$ cat config.mk
export PLATFORM = sky130hd
export DESIGN_NAME = alu_issue_stage
export DESIGN_NICKNAME = d
export VERILOG_FILES = /design/src/rtl/alu_pkg.sv /design/src/rtl/alu_issue_stage_fwd_mux.sv /design/src/rtl/alu_issue_stage.sv
export SDC_FILE = /design/constraint.sdc
export NUM_CORES = 1
export LEC_CHECK = 0
export ABC_CLOCK_PERIOD_IN_PS = 8600
export BUFFER_PORTS_ARGS = -buffer_cell sky130_fd_sc_hd__buf_2
export CAP_MARGIN = 15
export CORE_MARGIN = 1.5
export CORE_UTILIZATION = 45
export CTS_CLUSTER_SIZE = 16
export DETAILED_ROUTE_END_ITERATION = 8
export PLACE_DENSITY = 0.74
export SYNTH_ARGS = -nofsm -noshare
export SYNTH_HDL_FRONTEND = slang
export SYNTH_SLANG_ARGS = --single-unit
$ cat constraint.sdc
create_clock -name clk -period 8.6 [get_ports clk]
set_input_delay 1.29 -clock clk [delete_from_list [all_inputs] [get_ports clk]]
set_output_delay 1.29 -clock clk [all_outputs]
set_load 0.005 [all_outputs]
$ cat src/rtl/alu_pkg.sv
// Shared ALU encodings and operand-source selectors for the issue stage.
package alu_pkg;

    localparam int XLEN_DEF = 32;

    localparam logic [3:0] ALU_ADD = 4'b0000;
    localparam logic [3:0] ALU_SUB = 4'b1000;
    localparam logic [3:0] ALU_XOR = 4'b0100;
    localparam logic [3:0] ALU_MUL = 4'b1110;

    typedef enum logic {
        A_RS1 = 1'b0,
        A_PC  = 1'b1
    } a_src_e;

    typedef enum logic {
        B_RS2 = 1'b0,
        B_IMM = 1'b1
    } b_src_e;

endpackage

$ cat src/rtl/alu_issue_stage_fwd_mux.sv
// Forwarding mux for one source register: EX/MEM beats MEM/WB beats the
// register-file value. x0 is never forwarded.
module fwd_mux
    import alu_pkg::*;
#(
    parameter int XLEN = XLEN_DEF,
    parameter int REGW = 5
) (
    input  logic [REGW-1:0] rs,
    input  logic [XLEN-1:0] rf_data,
    input  logic            exm_wr,
    input  logic [REGW-1:0] exm_rd,
    input  logic [XLEN-1:0] exm_data,
    input  logic            wb_wr,
    input  logic [REGW-1:0] wb_rd,
    input  logic [XLEN-1:0] wb_data,
    output logic [XLEN-1:0] data,
    output logic            exm_hit
);

    logic nz;
    logic wb_hit;

    assign nz      = (rs != '0);
    assign exm_hit = nz && exm_wr && (exm_rd == rs);
    assign wb_hit  = nz && wb_wr && (wb_rd == rs);

    // Priority select of the freshest producer
    always_comb begin
        data = rf_data;
        if (exm_hit)
            data = exm_data;
        else if (wb_hit)
            data = wb_data;
    end

endmodule

$ cat src/rtl/alu_issue_stage.sv
// ID/EX register feeding the ALU: holds one decoded op, forwards from
// EX/MEM and MEM/WB, and holds the op in place for a load-use bubble.
module alu_issue_stage
    import alu_pkg::*;
#(
    parameter int XLEN = XLEN_DEF,
    parameter int REGW = 5,
    parameter int CNTW = 16
) (
    input  logic            clk,
    input  logic            rst,
    input  logic            dec_valid,
    output logic            dec_ready,
    input  logic [XLEN-1:0] dec_rs1_data,
    input  logic [XLEN-1:0] dec_rs2_data,
    input  logic [XLEN-1:0] dec_pc,
    input  logic [XLEN-1:0] dec_imm,
    input  logic [REGW-1:0] dec_rs1,
    input  logic [REGW-1:0] dec_rs2,
    input  logic [REGW-1:0] dec_rd,
    input  logic [3:0]      dec_alu_op,
    input  logic            dec_a_src,
    input  logic            dec_b_src,
    input  logic            dec_ru_wr,
    input  logic            flush,
    input  logic            exm_wr,
    input  logic            exm_is_load,
    input  logic [REGW-1:0] exm_rd,
    input  logic [XLEN-1:0] exm_data,
    input  logic            wb_wr,
    input  logic [REGW-1:0] wb_rd,
    input  logic [XLEN-1:0] wb_data,
    output logic            ex_valid,
    input  logic            ex_ready,
    output logic [XLEN-1:0] A,
    output logic [XLEN-1:0] B,
    output logic [3:0]      ALUOp,
    output logic [REGW-1:0] ex_rd,
    output logic            ex_ru_wr,
    output logic [CNTW-1:0] stall_cnt
);

    typedef struct packed {
        logic [XLEN-1:0] rs1_data;
        logic [XLEN-1:0] rs2_data;
        logic [XLEN-1:0] pc;
        logic [XLEN-1:0] imm;
        logic [REGW-1:0] rs1;
        logic [REGW-1:0] rs2;
        logic [REGW-1:0] rd;
        logic [3:0]      alu_op;
        a_src_e          a_src;
        b_src_e          b_src;
        logic            ru_wr;
    } instr_t;

    instr_t          held_q;
    logic            valid_q;
    logic [XLEN-1:0] rs1_fwd, rs2_fwd;
    logic            rs1_exm_hit, rs2_exm_hit;
    logic            use_rs1, use_rs2;
    logic            load_use;
    logic            capture;

    fwd_mux #(.XLEN(XLEN), .REGW(REGW)) u_fwd_rs1 (
        .rs       (held_q.rs1),
        .rf_data  (held_q.rs1_data),
        .exm_wr   (exm_wr),
        .exm_rd   (exm_rd),
        .exm_data (exm_data),
        .wb_wr    (wb_wr),
        .wb_rd    (wb_rd),
        .wb_data  (wb_data),
        .data     (rs1_fwd),
        .exm_hit  (rs1_exm_hit)
    );

    fwd_mux #(.XLEN(XLEN), .REGW(REGW)) u_fwd_rs2 (
        .rs       (held_q.rs2),
        .rf_data  (held_q.rs2_data),
        .exm_wr   (exm_wr),
        .exm_rd   (exm_rd),
        .exm_data (exm_data),
        .wb_wr    (wb_wr),
        .wb_rd    (wb_rd),
        .wb_data  (wb_data),
        .data     (rs2_fwd),
        .exm_hit  (rs2_exm_hit)
    );

    // A source that is replaced by PC/imm cannot cause a hazard
    assign use_rs1  = (held_q.a_src == A_RS1);
    assign use_rs2  = (held_q.b_src == B_RS2);
    assign load_use = valid_q && exm_is_load &&
                      ((use_rs1 && rs1_exm_hit) || (use_rs2 && rs2_exm_hit));

    assign ex_valid  = valid_q && !load_use;
    assign dec_ready = !flush && (!valid_q || (ex_ready && !load_use));
    assign capture   = dec_valid && dec_ready;

    assign A        = use_rs1 ? rs1_fwd : held_q.pc;
    assign B        = use_rs2 ? rs2_fwd : held_q.imm;
    assign ALUOp    = held_q.alu_op;
    assign ex_rd    = held_q.rd;
    assign ex_ru_wr = held_q.ru_wr;

    // Held op: flush wins, then capture (which may replace a retiring op), then retire
    always_ff @(posedge clk or posedge rst) begin
        if (rst) begin
            valid_q <= 1'b0;
            held_q  <= '0;
        end else if (flush) begin
            valid_q <= 1'b0;
        end else if (capture) begin
            valid_q         <= 1'b1;
            held_q.rs1_data <= dec_rs1_data;
            held_q.rs2_data <= dec_rs2_data;
            held_q.pc       <= dec_pc;
            held_q.imm      <= dec_imm;
            held_q.rs1      <= dec_rs1;
            held_q.rs2      <= dec_rs2;
            held_q.rd       <= dec_rd;
            held_q.alu_op   <= dec_alu_op;
            held_q.a_src    <= a_src_e'(dec_a_src);
            held_q.b_src    <= b_src_e'(dec_b_src);
            held_q.ru_wr    <= dec_ru_wr;
        end else if (ex_valid && ex_ready) begin
            valid_q <= 1'b0;
        end
    end

    // Saturating count of load-use bubble cycles
    always_ff @(posedge clk or posedge rst) begin
        if (rst)
            stall_cnt <= '0;
        else if (load_use && (stall_cnt != '1))
            stall_cnt <= stall_cnt + CNTW'(1);
    end

endmodule

==> metrics.md <==
| Metric | Value |
|---|---|
| Initial DRC count | 311 |
| Crit-path max FO | 32 |
| Fill cells | 1649 |
| Drt total wl | 24800 microns |
| CTS Buf Count | 17 |
| Crit path largest cell delay | 0.88 ns |
| Leak | 5.54 nW |
| Routed Antenna Nets | 0 |
| Unrepaired setup endpoints after global routing | no |
| Dominant cell type by area after synthesis | dfrtp_1 |
| Post-synth EDFFs | 0 |
| Crit end category | output pin |
| Initial core utilization | 46.3% |
| TNS Setup | 0 ns |
| # DRC | 0 |
| Later-pin clock latency in the skew report | 0.42 ns |
| Crit path time final | 5.06 ns |
| Critical path's most frequent cell | buf_2 |
| Hold Path Class | flip-flop to flip-flop |
| Worst path top cell family by delay | simple AND/OR/NAND/NOR gates |
| Worst R2R Setup Slack | 5.14 ns |
| Fin crit share | 58.8% |
| Hold_ws | 0.485 ns |
| Reg-to-Reg Start | held_q[18] |
| R2r endpoint | held_q[131] |
| Worst Setup Start Kind | input port |
| GRT Util Overall | 24.5% |
| Final setup viols | 0 |
| Worst EP arrival | 3.77 ns |
| Syn nets | 1004 |
| Bufs and invs on worst path | 2 |
| Worst slew pin tran | 1.01 ns |
| Global-route wire length before repair | 38300 microns |
| Clk sinks | 167 |
| R2R cell count | 7 |
| Vias in the first global route | 7347 |
| Cells resized by post-CTS repair | 0 |
| Worst slew margin | 32.5% |
| WP depth | 8 |
| Yosys cell types | 34 |
| Core area | 18900 sq um |
| Post-DP HPWL | 17100 microns |
| Chip width | 142 microns |
| Most frequent cell after synthesis | dfrtp_1 |
| Mean Syn Cell Area | 11.4 sq um |
| H-tree levels | 4 |
| Critical path class | input port to output pin |
| Critical path launch point | exm_rd[4] |
| Final nets | 1291 |
| Status | complete, no violations |
| Main synth FF type | dfrtp_1 |
| Sequential element share of the synthesized area | 47.7% |
| Detailed Routing Iterations Pass 1 | 6 |
| Mapped Area | 8750 sq um |
| Pwr/cell area | 214 nW/um^2 |
| Initial antenna violation count | 3 |
| Setup Buffers After CTS | 0 |
| Worst hold path depth | 1 |
| Root Buffer | clkbuf_16 |
| Commonest cells in the netlist | 167 x dfrtp_1, 100 x mux2_1, 66 x nor2_1, 64 x a21o_1, 51 x mux2_2 |
| Share of layout cells above drive strength 1 | 39.3% |
| Largest cells by area after synthesis | dfrtp_1 48%, mux2_1 13%, mux2_2 6.6% |
| GRT overflow | 0 |
| Die area | 20300 sq um |
| Final hold viol count | 0 |
| Post-synthesis instance total | 771 |
| Yosys reg bits | 167 |
| Final Slew Violations | 0 |
| Syn. warnings | 0 |
| CTS Buffer Depth | 2 |
| Clock slew at reported path FFs | 0.06 ns |
| Maximum vdd drop | 0.142 mV |
| Top Ports | 324 |
| Die height | 142 microns |
| Gpl congestion | 0.846 |
| Async SR Flop Fraction | 100% |
| Largest net degree at the start of global routing | 97 |
| Max Clock Freq | 0.198 GHz |
| Via density | 5.37 |
| P&R area growth vs syn | 26.7% |
| IO Port Bufs | 323 |
| Crit path cell chain | buf_2 -> xor2_1 -> nor4_1 -> and4_2 -> a21o_1 -> a21oi_1 -> o31ai_1 -> buf_2 |
| CTS Hold Bufs | 0 |
| Required @ worst endpoint | 7.31 ns |
| Crit path to | A[0] |
| Final clock skew | 0.0109 ns |
| Vias | 7164 |
| Max-cap viol count | 0 |
| Wirelength per Cell | 18.6 microns |
| CTS tree | done |
| Synth top area share | 47.7% |
| Critical path's slowest cell | and4_2 |
| FP Rows | 50 |
==> cell usage in the layout, fill, tap and decap left out, types with 3 or more instances in the layout <==
| cell type | instances |
|---|---|
| nand2_1 | 42 |
| and3_1 | 8 |
| nor4_1 | 3 |
| clkbuf_1 | 3 |
| nand3_1 | 5 |
| nor2_1 | 66 |
| xnor2_1 | 20 |
| xor2_1 | 15 |
| bufinv_16 | 5 |
| a21o_1 | 64 |
| inv_6 | 3 |
| buf_4 | 11 |
| and2_1 | 3 |
| clkbuf_16 | 17 |
| nand4_1 | 12 |
| nor2b_1 | 3 |
| mux2i_1 | 32 |
| diode_2 | 3 |
| a21oi_1 | 34 |
| buf_2 | 323 |
| mux2_1 | 100 |
| dfrtp_1 | 165 |
| o31ai_1 | 32 |
| a211oi_1 | 33 |
| mux2_2 | 51 |
==> state kept, by name, summed over array words and instances, names as in the netlist <==
name and count:
valid_q 1, ex_rd 5, held_q 140, stall_cnt 16, ALUOp 4, ex_ru_wr 1
==> through the flow <==
step / setup WS (ns) / cells / area, sq um / util [%] / power, W
floorplan: 2.79 / 771 / 8750 / - / 0.00132
global placement: 3.57 / 1299 / 10400 / 55.2 / 0.00152
detailed placement: 3.51 / 1299 / 10400 / 55.2 / 0.00154
CTS: 3.51 / 1331 / 11100 / 58.7 / 0.00240
global route: 3.41 / 1333 / 11100 / 58.7 / 0.00250
finish: 3.54 / 1334 / 11100 / 58.7 / 0.00237
==> power by group <==
group          internal, W  leakage [nW]  switching [W]
clock             0.000534         0.312       0.000311
combinational     0.000281          3.24       0.000263
sequential        0.000910          2.00      0.0000717
total              0.00173          5.54       0.000645
==> how the worst min path moves through the flow <==
stage	endpoint	slack (ns)	from
after detailed placement	ex_rd[3]	0.47	ex_rd[3]
after CTS	ex_rd[3]	0.49	ex_rd[3]
final	held_q[22]	0.48	held_q[22]
after floorplan	held_q[100]	0.46	held_q[100]
after global routing	held_q[57]	0.50	held_q[57]
after global placement	held_q[112]	0.47	held_q[112]
==> cell families (layout without fill, tap and decap cells) <==
group                      Yosys count  count (layout)  share of synthesized area (%)
other                                0               3                              0
DFF                                167             167                           47.7
muxes                              183             183                           23.1
buffers and inverters               68             368                           4.29
adders and majority gates            1               1                          0.143
xor gates and xnor gates            35              35                           3.50
AOI/OAI and AO/OA                  167             167                           13.6
and+or+nand+nor                    150             150                           7.66
==> area by class of cell <==
type	count	area [sq um]	share of cell area, %
inverters	2	12.5	0.113
clock inverters	10	191	1.73
repair buffers	334	1700	15.3
multi-input cells	536	4210	37.9
clock buffers	22	464	4.19
diodes	3	7.51	0.0677
well taps	260	325	2.93
flip-flops and latches	167	4180	37.7
==> layer usage <==
layer	up-vias	GRT usage [%]	routed length, microns
met5	-	0	0
met4	0	8.74	514
met3	40	6.46	1880
met2	302	41.8	12200
met1	3476	29.8	10200
li1	3346	-	-
Note: power is estimated with default switching activity, not from simulation.
